## src/rtl/shift_arbiter.sv

```systemverilog
// Two-requester round-robin arbiter feeding one shared 32-bit SLL/SRA datapath.
// A single result register is delivered on a valid/ready handshake.

module shift_sll (
   input  logic [31:0] data,
   input  logic [4:0]  shamt,
   output logic [31:0] result
);

   // Logarithmic barrel: each shamt bit conditionally shifts by its weight.
   always_comb begin
      result = data;
      if (shamt[0]) result = {result[30:0], 1'b0};
      if (shamt[1]) result = {result[29:0], 2'b0};
      if (shamt[2]) result = {result[27:0], 4'b0};
      if (shamt[3]) result = {result[23:0], 8'b0};
      if (shamt[4]) result = {result[15:0], 16'b0};
   end

endmodule

module shift_sra (
   input  logic [31:0] data,
   input  logic [4:0]  shamt,
   output logic [31:0] result
);

   // The sign bit survives every stage, so result[31] is always the original sign.
   always_comb begin
      result = data;
      if (shamt[0]) result = {{1{result[31]}},  result[31:1]};
      if (shamt[1]) result = {{2{result[31]}},  result[31:2]};
      if (shamt[2]) result = {{4{result[31]}},  result[31:4]};
      if (shamt[3]) result = {{8{result[31]}},  result[31:8]};
      if (shamt[4]) result = {{16{result[31]}}, result[31:16]};
   end

endmodule

module shift_arbiter (
   input  logic        clock,
   input  logic        reset,
   input  logic        req0_valid,
   output logic        req0_ready,
   input  logic        req0_op,
   input  logic [31:0] req0_data,
   input  logic [4:0]  req0_shamt,
   input  logic        req1_valid,
   output logic        req1_ready,
   input  logic        req1_op,
   input  logic [31:0] req1_data,
   input  logic [4:0]  req1_shamt,
   output logic        res_valid,
   output logic        res_id,
   output logic [31:0] res_data,
   input  logic        res_ready
);

   logic        last_grant;
   logic        slot_free;
   logic        grant0;
   logic        grant1;
   logic        sel_op;
   logic [31:0] sel_data;
   logic [4:0]  sel_shamt;
   logic [31:0] sll_result;
   logic [31:0] sra_result;
   logic [31:0] shift_result;

   assign slot_free = !res_valid || res_ready;

   // NOTE: every output of this block gets a default first so no path can infer a latch.
   always_comb begin
      grant0 = 1'b0;
      grant1 = 1'b0;
      if (!reset && slot_free) begin
         if (req0_valid && req1_valid) begin
            grant0 = last_grant;
            grant1 = !last_grant;
         end else begin
            grant0 = req0_valid;
            grant1 = req1_valid;
         end
      end
   end

   assign req0_ready = grant0;
   assign req1_ready = grant1;

   // Operand mux steers the granted requester into the one shared datapath.
   assign sel_op    = grant1 ? req1_op    : req0_op;
   assign sel_data  = grant1 ? req1_data  : req0_data;
   assign sel_shamt = grant1 ? req1_shamt : req0_shamt;

   shift_sll u_sll (
      .data   (sel_data),
      .shamt  (sel_shamt),
      .result (sll_result)
   );

   shift_sra u_sra (
      .data   (sel_data),
      .shamt  (sel_shamt),
      .result (sra_result)
   );

   assign shift_result = sel_op ? sra_result : sll_result;

   // NOTE: sequential state uses non-blocking assignments so all registers update together.
   always_ff @(posedge clock) begin
      if (reset) begin
         res_valid  <= 1'b0;
         res_id     <= 1'b0;
         res_data   <= 32'h0;
         last_grant <= 1'b1;
      end else if (grant0 || grant1) begin
         res_valid  <= 1'b1;
         res_id     <= grant1;
         res_data   <= shift_result;
         last_grant <= grant1;
      end else if (res_ready) begin
         res_valid  <= 1'b0;
      end
   end

endmodule

```

## config.mk

```make
export PLATFORM = sky130hd
export DESIGN_NAME = shift_arbiter
export DESIGN_NICKNAME = d
export VERILOG_FILES = /design/src/rtl/shift_arbiter.sv
export SDC_FILE = /design/constraint.sdc
export NUM_CORES = 1
export LEC_CHECK = 0
export BUFFER_PORTS_ARGS = -buffer_cell sky130_fd_sc_hd__buf_2
export CAP_MARGIN = 20
export CORE_ASPECT_RATIO = 0.75
export CORE_MARGIN = 3
export CORE_UTILIZATION = 25
export CTS_CLUSTER_SIZE = 20
export DETAILED_ROUTE_END_ITERATION = 8
export PLACE_DENSITY = 0.42
export SYNTH_ARGS = -nofsm -noshare
export SYNTH_HDL_FRONTEND = slang
export SYNTH_SLANG_ARGS = --single-unit
```

## constraint.sdc

```tcl
create_clock -name clock -period 2.75 [get_ports clock]
set_clock_uncertainty 0.15 [all_clocks]
set_input_delay 0.55 -clock clock [delete_from_list [all_inputs] [get_ports clock]]
set_output_delay 0.55 -clock clock [all_outputs]
set_load 0.01 [all_outputs]
```

; ---- Word-level counts from Yosys, hierarchy flattened
; Cells that the tools add are included.
; W data, S select, Z words.
[word_totals]
word_cells = 32
reg_bits = 35
out_inout_bits = 36
input_bits = 81
[classes]
n_mux = 20
reduce_logical = 8
[ops]
columns = cell, n
row1 = $mux W32, 7
row2 = $mux W31, 5
row3 = $mux W1, 7
row4 = $mux W5, 1
row5 = $logic_not A1 Y1, 3
row6 = $logic_and A1 B1 Y1, 2
row7 = $logic_or A1 B1 Y1, 2
row8 = $reduce_bool A2 Y1, 1

; ---- Depth between registers and ports, before layout
[depth]
ltp_word = 11
depth_mapped = 10
depth_no_buf = 7

; ---- Cells and area by module
; A second synthesis with hierarchy kept.
[unflattened]
cells_unflattened = 735
hier_area_um2 = 6760.2
[by_module_without_submodules]
columns = module, cells_per_inst, area_per_inst_um2, n_inst, seq_area_each_um2
row1 = shift_arbiter, 327, 2857.7, 1, 700.7
row2 = shift_sra, 225, 2128.3, 1, 0.0
row3 = shift_sll, 183, 1774.2, 1, 0.0

; ---- Least setup slack after synthesis
; Ideal clock, no wire load.
[synth_path]
path_kind = input-to-reg
startpoint = input port req1_shamt[1]
endpoint = register res_data[7]
setup_ns = 0.123
cell_stages = 8
required_ns = 2.477
path_slack_ns = 0.190
arrival_time_ns = 2.287
path_buffers = 3
path_cell_list = buf_2 > buf_4 > clkbuf_1 > mux4_2 > mux2_4 > mux2_2 > o2111ai_1 > nand3_1
[synth_via]
elab_chain_len = 6
elab_cells_between_ends = 10
cone_classes = mux: 10
[synth_lines]
columns = item, line
row1 = start: declaration, 52  ; input logic [4:0] req1_shamt,
row2 = $mux W5 *, 93  ; assign sel_shamt = grant1 ? req1_shamt : req0_shamt;
row3 = $mux W32 or $mux W31 (tied branches), "14, 32"
row4 = $mux W32 or $mux W31 (tied branches), "15, 33"
row5 = $mux W32 or $mux W31 (tied branches), "16, 34"
row6 = $mux W32 or $mux W31 (tied branches), "17, 35"
row7 = $mux W32 *, 107  ; assign shift_result = sel_op ? sra_result : sll_result;
row8 = end signal: assignment, 119  ; res_data <= shift_result;
row9 = end: declaration, 55  ; output logic [31:0] res_data,
; Every way passes the cells marked *; elsewhere a longest branch is shown, timed or not.
; A chain may end at the register's enable or synchronous reset.

; ---- Worst setup path in the final report
[layout_path]
startpoint = input port req0_valid
endpoint = register res_data[25]
[layout_via]
elab_chain_len = 10
elab_cells_between_ends = 20
cone_classes = mux: 18 / reduce/logical: 2
[layout_lines]
columns = item, line
row1 = start: declaration, 43  ; input logic req0_valid,
row2 = $logic_and A1 B1 Y1, 77  ; if (req0_valid && req1_valid) begin
row3 = $mux W1, 77
row4 = $mux W1, 76  ; if (!reset && slot_free) begin
row5 = $mux W32 or $mux W5 (tied branches), "92, 93"
row6 = $mux W32 or $mux W31 (tied branches), "13, 31"
row7 = $mux W32 or $mux W31 (tied branches), "14, 32"
row8 = $mux W32 or $mux W31 (tied branches), "15, 33"
row9 = $mux W32 or $mux W31 (tied branches), "16, 34"
row10 = $mux W32 or $mux W31 (tied branches), "17, 35"
row11 = $mux W32, 107
; Several ways; a longest one is shown, not always the timed one.

==> out/results.tsv <==
stage	metric	value	unit
timing	setup violation total in the final timing report	0	
yosys	number of standard cells after synthesis	814	
place	gp weighted congestion	0.9659	
power_and_ir_drop	combinational cell fraction of total power	0.651	
route	number of nets still failing antenna checks after routing	0	
worst_setup_path	endpoint type of the worst setup path	flip-flop	
yosys	top-area cell type share of the netlist area	0.2730	
yosys	number of enable-type register cells in the synthesized netlist	0	
yosys	post-synthesis area per instance	9.730	sq um
worst_setup_path	Slowest cell on crit path	sky130_fd_sc_hd__mux2i_1	
power_and_ir_drop	cell internal pwr	1.876	mW
die	number of cell rows	55	
global_route	wire length of the first global-routing pass	58.35	mm
clock_network	Max Root-Sink Buffers	2	
die	initial core utilization	0.2581	
route	length of the first detailed-routing pass in iterations	6	
timing	post-route setup slack	0.1173	ns
global_route	antenna violations before repair	0	
power_and_ir_drop	total leakage power	4.267	nW
worst_setup_path	Bufs and invs on worst path	3	
timing	fraction of the cycle the final worst path needs	0.9573	
timing	WHS	0.3643	ns
power_and_ir_drop	total net switching power	1.482	mW
clock_network	CTS sink cnt	35	
route	drt total wl	40.70	mm
route	number of vias after detailed routing	8684	
die	Die X	211.5	microns
global_route	residual overflow from global routing	0	
global_route	pin count of the biggest net entering global routing	38	
route	via-per-instance ratio	5.972	
power_and_ir_drop	switching portion of total power	0.4413	
final_layout	number of nets in the layout	1135	
yosys	most used flip-flop cell after synthesis	sky130_fd_sc_hd__dfxtp_1	
place	post-placement cell count	1446	
worst_setup_path	critical path required time	2.81	ns
yosys	fraction of registers with async set/reset	0	
yosys	Yosys cell types	80	
timing	fin crit period	2.633	ns
power_and_ir_drop	total power draw	3.358	mW
power_and_ir_drop	portion of total power attributed to sequential cells	0.174	
timing	Slew Limit Fails	0	
timing	max frequency	379.8	MHz
timing	slew of the pin with the lowest slew margin	0.6511	ns
yosys	sequential share of the synthesized area	0.08847	
die	IO Pins	117	
die	area of the core	30690	sq um
power_and_ir_drop	worst IR drop on VDD	0.0002119	V
global_route	vias in the first global route	8262	
worst_setup_path	Largest stage delay, worst path	0.52	ns
timing	Final Hold Viols	0	
worst_setup_path	data arrival time of the critical path	2.69	ns
final_layout	fraction of layout instances using a drive strength above 1	0.4692	
power_and_ir_drop	total power divided by cell area	320.8	nW/um^2
yosys	total of flip-flops plus latches after synthesis	35	
yosys	post-synth net total	895	
clock_network	level count of the clock H-tree	2	
place	total half-perimeter wirelength after legalization and detailed placement	33.43	mm
yosys	total number of yosys warnings	0	
route	met2 wire length	16.87	mm
clock_network	clock transition at the register clock pins on the worst setup and hold paths after CTS	0.07	ns
route	met3 wirelength from detailed routing	3.946	mm
yosys	top cell type by total area after synthesis	sky130_fd_sc_hd__mux4_2	
worst_setup_path	Worst setup SP type	input port	
worst_setup_path	cells along the critical path	buf_2, a21boi_4, nand3_4, inv_2, buf_12, mux2i_1, nor2_1, or3_1, a41oi_2	
clock_network	clock latency at the later pin of the worst-skew pair	0.30	ns
worst_setup_path	class of the most critical setup path	input port to flip-flop	
place	Port Buffer Count	116	
final_layout	Ant. Diodes	0	
route	uppermost layer routed	met4	
clock_network	buffer count from post-CTS setup fixing	0	
route	initial detailed-routing violation count	1024	
route	DRC Markers	0	
die	floorplan die height	160.1	microns
final_layout	Area growth syn-to-layout	32.15	%
clock_network	master cell of the clock root buffer	sky130_fd_sc_hd__clkbuf_16	
timing	RSZ-0062 raised after global routing	no	
global_route	GR Util All Layers	0.2336	
yosys	most area-consuming cells after synthesis	sky130_fd_sc_hd__mux4_2 27%, sky130_fd_sc_hd__mux2i_1 17%, sky130_fd_sc_hd__dfxtp_1 8.8%	
final_layout	fin util	0.3410	
route	WL/cell	27.99	microns
clock_network	CTS buffer count	5	
worst_setup_path	maximum fanout count along the critical path	37	
run_status	result of the run	complete, no violations	
final_layout	final std cells w/o fill	1454	
yosys	area of the mapped netlist	7920	sq um
worst_hold_path	path category of the worst min-delay check	flip-flop to flip-flop	
power_and_ir_drop	clock network fraction of total power	0.175	
die	DIE AREA	33870	sq um
place	pre-CTS WS	-0.2196	ns
clock_network	TritonCTS clock tree	done	
worst_setup_path	top cell family by delay on the critical path	simple AND/OR/NAND/NOR gates	
timing	Slew headroom	0.5573	
route	routed length on met1	19.38	mm
flow_run	number of max-cap violations	0	
## worst reg2reg max path: cells and delay by family, from the launching register on
kind                   cells  cell delay, ns
buffers and inverters      2            0.34
muxes                      1            0.55
and+or+nand+nor            3            0.68
AOI/OAI and AO/OA          2            0.43
DFF                        1            0.37
## cell families (layout without fill, tap and decap cells)
family                 count (synthesis)  in the layout  share of synthesized area
multiplexers                         285            285                     0.5276
AO/OA/AOI/OAI                        204            204                     0.1912
AND/OR/NAND/NOR                      200            200                     0.1226
buffers and inverters                 90            331                    0.07014
flip-flops                            35             35                    0.08847
## cells in the final DEF, fill, tap and decap left out, drive strengths merged, types with 7 or more instances in the layout
cell / count
a31oi: 20
mux2i: 140
o211ai: 7
mux4: 96
a21oi: 27
clkbuf: 7
nor3: 22
and2: 7
nand2: 50
or3: 9
nand3: 24
o31ai: 9
nor4: 7
o21ai: 42
inv: 8
o31a: 8
dfxtp: 35
nor2: 58
a221oi: 11
nand4: 7
buf: 315
mux2: 49
## sequential cells by signal, summed over array words and instances (netlist names)
name,cells
last_grant,1
res_data,32
res_valid,1
res_id,1
## metrics by stage
step	instance area [sq um]	setup TNS, ns
global route	10470	0
floorplan	7920	0
detailed placement	10330	-0.7968
global placement	10330	-1.044
finish	10470	0
CTS	10470	0
## synthesized netlist by cell type (all sizes together), types with 22 or more instances
library cell,instances
mux2i,140
mux4,96
nor2,58
mux2,49
clkbuf,22
dfxtp,35
buf,60
nand2,50
o21ai,42
nor3,22
nand3,24
a21oi,27
## layer usage
metal	vias to the layer above	track usage
li1	3815	-
met1	4400	0.3629
met2	441	0.3359
met3	28	0.05283
met4	0	0.02708
met5	-	0
## cell type report
| class | count | area [sq um] |
|---|---|---|
| clock inverters | 1 | 5.005 |
| inverters | 8 | 30.03 |
| well taps | 399 | 499.2 |
| multi-input cells | 689 | 6669 |
| flip-flops and latches | 35 | 700.7 |
| repair buffers | 315 | 2430 |
| clock buffers | 7 | 132.6 |
| fillers | 3246 | 20230 |
## power by group through the flow
stage | registers [mW] | logic, mW | clock network [mW]
after floorplan | 0.610 | 1.12 | 0
after global placement | 0.597 | 2.15 | 0
after detailed placement | 0.598 | 2.13 | 0
after CTS | 0.588 | 2.14 | 0.591
after global routing | 0.593 | 2.29 | 0.617
final | 0.586 | 2.19 | 0.586
## repair_timing
item | in CTS | in global routing
endpoints found under the setup margin | 0 | 1
hold buffers | 0 | 0
gates resized for setup | 0 | 1
## worst paths after layout
check	start	endpoint	slack, ns	depth (start not counted)
min	res_id$_SDFFE_PP0P_	res_id$_SDFFE_PP0P_	0.36	2
max	req0_valid	res_data[25]$_SDFFE_PP0P_	0.12	9
min reg2reg	res_id$_SDFFE_PP0P_	res_id$_SDFFE_PP0P_	0.36	2
max reg2reg	last_grant$_SDFFE_PP1P_	res_data[25]$_SDFFE_PP0P_	0.13	8
(Power assumes the default switching activity.)
